File: src/rtl/dtc_pkg.sv
// Shared DTC word-format constants, used by the sampler, the digital loop and the DTC model.
package dtc_pkg;

    // Full delay control word width
    localparam int DTC_L   = 12;
    // Number of MSBs that drive the coarse thermometer-coded unit cells
    localparam int THERM_B = 3;
    // Width of the fine binary segment
    localparam int BIN_W   = DTC_L - THERM_B;
    // Number of coarse unit cells, one per thermometer bit
    localparam int THERM_W = (2 ** THERM_B) - 1;

    typedef logic [DTC_L-1:0]   dcw_t;
    typedef logic [THERM_W-1:0] therm_t;
    typedef logic [BIN_W-1:0]   bin_t;

endpackage

File: src/rtl/dcw_smp_therm_dec.sv
// Binary-to-thermometer decoder for the coarse DTC segment (purely combinational).
module therm_dec #(
    parameter int IN_W  = dtc_pkg::THERM_B,
    parameter int OUT_W = (2 ** IN_W) - 1
) (
    input  logic [IN_W-1:0]  bin_i,
    output logic [OUT_W-1:0] therm_o
);

    // Bit i is lit when the coarse code exceeds i, so the fill is monotonic from bit 0 upward
    always_comb begin
        therm_o = '0;
        for (int i = 0; i < OUT_W; i++) begin
            therm_o[i] = (int'(bin_i) > i);
        end
    end

endmodule

File: src/rtl/dcw_smp.sv
// DCW sampler: retimes the delay control word on REFDTC and splits it into
// a thermometer-coded coarse segment and a binary fine segment. Every output
// comes straight from a flop so all DTC cells switch on the same edge.
module dcw_smp #(
    parameter int DTC_L   = dtc_pkg::DTC_L,
    parameter int THERM_B = dtc_pkg::THERM_B,
    parameter int BIN_W   = DTC_L - THERM_B,
    parameter int THERM_W = (2 ** THERM_B) - 1
) (
    input  logic               REFDTC,
    input  logic               ARST,
    input  logic [DTC_L-1:0]   DCWIN,
    output logic [THERM_W-1:0] LOOP_TEMP_CODE,
    output logic [BIN_W-1:0]   LOOP_BINARY_OUT,
    output logic [DTC_L-1:0]   DCWOUT
);

    logic [THERM_W-1:0] therm_d;
    logic [THERM_W-1:0] therm_q;
    logic [BIN_W-1:0]   bin_d;
    logic [BIN_W-1:0]   bin_q;
    logic [DTC_L-1:0]   dcw_d;
    logic [DTC_L-1:0]   dcw_q;

    // Decode happens ahead of the registers so no logic sits between flops and DTC
    therm_dec #(
        .IN_W  (THERM_B),
        .OUT_W (THERM_W)
    ) u_therm_dec (
        .bin_i   (DCWIN[DTC_L-1:BIN_W]),
        .therm_o (therm_d)
    );

    // Next-state values: fine segment and full word pass straight through
    always_comb begin
        bin_d = DCWIN[BIN_W-1:0];
        dcw_d = DCWIN;
    end

    // Output registers: cleared asynchronously, loaded together on every REFDTC edge
    always_ff @(posedge REFDTC or posedge ARST) begin
        if (ARST) begin
            therm_q <= '0;
            bin_q   <= '0;
            dcw_q   <= '0;
        end else begin
            therm_q <= therm_d;
            bin_q   <= bin_d;
            dcw_q   <= dcw_d;
        end
    end

    assign LOOP_TEMP_CODE  = therm_q;
    assign LOOP_BINARY_OUT = bin_q;
    assign DCWOUT          = dcw_q;

endmodule

File: config.mk
export PLATFORM = sky130hd
export DESIGN_NAME = dcw_smp
export DESIGN_NICKNAME = d
export VERILOG_FILES = /design/src/rtl/dtc_pkg.sv /design/src/rtl/dcw_smp_therm_dec.sv /design/src/rtl/dcw_smp.sv
export SDC_FILE = /design/constraint.sdc
export NUM_CORES = 1
export LEC_CHECK = 0
export CAP_MARGIN = 20
export CORE_UTILIZATION = 35
export CTS_BUF_LIST = sky130_fd_sc_hd__clkbuf_2
export CTS_CLUSTER_SIZE = 30
export DETAILED_ROUTE_END_ITERATION = 10
export PLACE_DENSITY_LB_ADDON = 0.25
export SYNTH_ARGS = -nofsm -noshare
export SYNTH_HDL_FRONTEND = slang
export SYNTH_SLANG_ARGS = --single-unit
File: constraint.sdc
create_clock -name REFDTC -period 0.8 [get_ports REFDTC]
set_clock_uncertainty 0.1 [all_clocks]
set_input_delay 0.16 -clock REFDTC [delete_from_list [all_inputs] [get_ports REFDTC]]
set_output_delay 0.16 -clock REFDTC [all_outputs]
set_load 0.02 [all_outputs]
; ---- Yosys cells after proc, flatten, opt, wreduce, memory -nomap -nowiden
; Index checks and enable logic that the tools add are counted.
[word_totals]
register_bits = 28
latch_bits = 0
ramBits = 0
romBits = 0
in_bits = 14
out_inout_bits = 28
elab_cells = 10
mem_count = 0
[op_classes]
add_sub_neg = 0
mul = 0
n_div = 0
magnitude_cmp = 7
eq_ne = 0
shifts = 0
mux = 0
bitwise_logic = 0
n_reduce_logical = 0
[op_table]
columns = cell, count
row1 = $gt 3x3->1 const B, 3
row2 = $gt 3x1->1 const B, 2
row3 = $gt 3x2->1 const B, 2

; ---- Longest topological paths before layout
; Gate-level depths: netlist (run 1).
[logic_depth]
ltp_word = 1
depth_mapped = 1

; ---- Hierarchy
; From an unflattened synthesis (run 1), not the netlist that was laid out.
[hier_totals]
hier_cells = 36
area_unflattened_um2 = 594.3
[modules_own_cells]
columns = mod, n_inst, cells_per_inst, area_each_um2
row1 = dcw_smp, 1, 29, 546.8
row2 = therm_dec, 1, 7, 47.5

; ---- Least setup slack after synthesis (run 1)
; OpenSTA, ideal clock, no wires.
[synth_timing]
path_kind = reg-to-output
from = register bin_q[0] (netlist: LOOP_BINARY_OUT[0])
to = output port LOOP_BINARY_OUT[0]
arrival_time_ps = 613
setup_slack_ps = -73
path_stages_with_launch = 2
path_cell_list = dfrtp_1 -> buf_4
[synth_lines]
columns = element, line_no
row1 = from (decl), dcw_smp.sv:21  ; logic [BIN_W-1:0] bin_q;
row2 = from (signal assigned), dcw_smp.sv:48  ; bin_q <= bin_d;
row3 = to (decl), dcw_smp.sv:14  ; output logic [BIN_W-1:0] LOOP_BINARY_OUT,
; No word-level cell between the ends.

; ---- Worst setup path after layout (run 1)
[layout_timing]
from = register bin_q[0] (netlist: LOOP_BINARY_OUT[0])
to = output port LOOP_BINARY_OUT[0]
; No word-level cell between the ends.

==> out/qor.yml, run 1 <==
post_cts_buffers: 0
crit_chain: "buf_2"
gp_congestion: 0.686
power.density_nw_per_um2: 1760
worst_ep_required_time_ns: 0.54
routed-via-count: 397
critPathLaunch: "LOOP_BINARY_OUT[0]$_DFF_PP0_"
ys_ff_latch: 19
dp_hpwl_um: 831
fillCellCount: 127
dr_wl_met2_um: 612
antenna_found_initial: 0
clock-root-buffer: "clkbuf_2"
crit_family: "flip-flops"
drt-initial-drc-count: 3
start_util_pct: 38.5
post-place-ws_ns: -0.476
io_buffers: 41
setup_violations: 28
synthToLayoutAreaGrowth_pct: 71.7
final_nets: 89
wl_per_cell_um: 11.6
hold_viol: 0
io_pins: 42
syn_inst: 36
synth_top_cell_by_area: "dfrtp_1"
highest_layer: "met3"
period_minus_slack_ns: 1.14
combinationalPowerShare_pct: 19.9
violations: "setup timing"
fin_util_pct: 66.1
synth_area_leaders: "dfrtp_1 (80%), buf_4 (11%), a21o_2 (1.5%)"
met3_length_um: 152
path_clk_slew_ns: 0.16
tns_ns: -8.58
rsz0062_at_grt: "yes"
drtPass1Iterations: 2
max_slew_margin_pct: 87.1
regArea_um2: 487
grtUsageTotal_pct: 12.2
grt_overflow: 0
cts_max_path_buffers: 2
grt_start_max_net_pins: 20
cts_tree: "yes"
finalCritPeriodShare_pct: 142
drive_above_1_share_pct: 63.5
clock.fmax_ghz: 0.880
cts.sinks: 19
die_area_um2: 1860
p_sw_w: 0.000450
cp.depth: 1
diodes: 0
routed_wirelength_um: 1040
synth_ff_type: "dfrtp_1"
p_seq_share_pct: 58.2
die_x_um: 43.2
ir_drop_uv: 1220
hold_start: "DCWIN[9]"
grt_first_pass_wirelength_um: 1620
maxSlewViolCount: 0
ys_types: 10
grt_pass1_vias: 411
syn_area_um2: 593
cp_data_arrival_time_ns: 0.88
synth-edff-count: 0
cp.buffers_inverters: 1
avgSynthCellArea_um2: 16.5
whs_ns: 0.0211
fp.coreArea_um2: 1540
critPathSlowestCell: "dfrtp_2"
instances_no_fill: 90
p_sw_share_pct: 25.1
antenna_left: 0
status: "finished with violations"
yosysTopAreaCellShare_pct: 80.2
die_y_um: 43.2
yosysWarnings: 0
synth_top_cells_by_count: "dfrtp_1 (19), buf_4 (9)"
clkPwrFrac_pct: 21.9
ys_seq_area_share_pct: 80.2
min_path_type: "in2reg"
rows: 14
crit_path_start_kind: "flip-flop"
drt-met1-wl_um: 278
vias_per_cell: 4.41
internal_power_w: 0.00134
finalWorstSetupSlack_ns: -0.337
synth.most_common_cell: "dfrtp_1"
async_flop_share_pct: 100
worst_pin_slew_ns: 0.194
crit_fanout: 2
drv_cap: 0
cts_max_level: 1
synth_fp_nets: 50
cts_buffers: 3
multiInputGateArea_um2: 42.5
critical_path_class: "reg2out"
worstSetupEndpointType: "output pin"
crit_path_max_incr_delay_ns: 0.44
holdPathStages: 2
dpl.cell_count: 86
p_leak_nw: 0.492
drc: 0
## layer usage
metal	vias to the layer above	track usage [%]
li1	181	-
met1	189	9.30
met2	27	23.6
met3	0	6.81
met4	0	5.45
met5	-	0
## what timing repair did
item	in CTS	in global routing
endpoints found under the setup margin	31	29
gates cloned	0	0
hold buffers	0	0
pin swaps	1	0
gates resized for setup	154	6
## cells in the final DEF (no fill, tap or decap)
cell type        instances
and3_2                   1
clkdlybuf4s50_1         10
clkbuf_2                 4
inv_1                    1
buf_12                   1
or3_1                    1
a21o_2                   1
dlygate4sd2_1            2
buf_6                   22
dfrtp_2                  9
buf_4                    3
dfrtp_1                 10
buf_2                    5
or2_2                    1
o21a_1                   1
and2_1                   1
dlymetal6s2s_1           1
## final timing paths
kind / end / slack (ns)
max in group asynchronous: DCWOUT[7]$_DFF_PP0_ / 0.40
max: LOOP_BINARY_OUT[0] / -0.34
min in group asynchronous: DCWOUT[6]$_DFF_PP0_ / 0.07
min: DCWOUT[9]$_DFF_PP0_ / 0.02
## metrics by stage
| stage | total power, W | area, um2 |
|---|---|---|
| 5_1_grt | 0.00187 | 1020 |
| 6_report | 0.00179 | 1020 |
| 2_1_floorplan | 0.00123 | 638 |
| 3_5_place_dp | 0.00142 | 998 |
| 3_3_place_gp | 0.00141 | 998 |
| 4_1_cts | 0.00180 | 1000 |
## cell families (layout without fill, tap and decap cells)
logic type	count (synthesis)	after routing	share of synthesized area, %
flops	19	19	80.2
buf+inv	11	49	12.7
simple gates	4	4	4.43
compound gates	2	2	2.74
## area by class of cell
class | instances | share of cell area [%]
flip-flops and latches | 19 | 47.8
repair buffers | 44 | 43.7
multi-input cells | 6 | 4.18
clock buffers | 4 | 1.97
well taps | 16 | 1.97
inverters | 1 | 0.369
## flip-flops by register name (all words and copies together), names as in the netlist
register,cells
LOOP_TEMP_CODE,7
LOOP_BINARY_OUT,5
DCWOUT,7
## power groups by stage
stage	Combinational, W	Sequential (W)	Clock [W]
after floorplan	0.000107	0.00112	0
after global placement	0.000360	0.00105	0
after detailed placement	0.000366	0.00105	0
after CTS	0.000354	0.00104	0.000403
after global routing	0.000375	0.00105	0.000447
final	0.000356	0.00104	0.000392
(Power assumes the default switching activity.)
==> run 2, diff against run 1 <==
--- a/config.mk
+++ b/config.mk
@@ -5,7 +5,6 @@
 export SDC_FILE = /design/constraint.sdc
 export NUM_CORES = 1
 export LEC_CHECK = 0
-export CAP_MARGIN = 20
 export CORE_UTILIZATION = 35
 export CTS_BUF_LIST = sky130_fd_sc_hd__clkbuf_2
 export CTS_CLUSTER_SIZE = 30
==> results of run 2 <==
The final DEF is identical to that of run 1; final timing and power are the same.
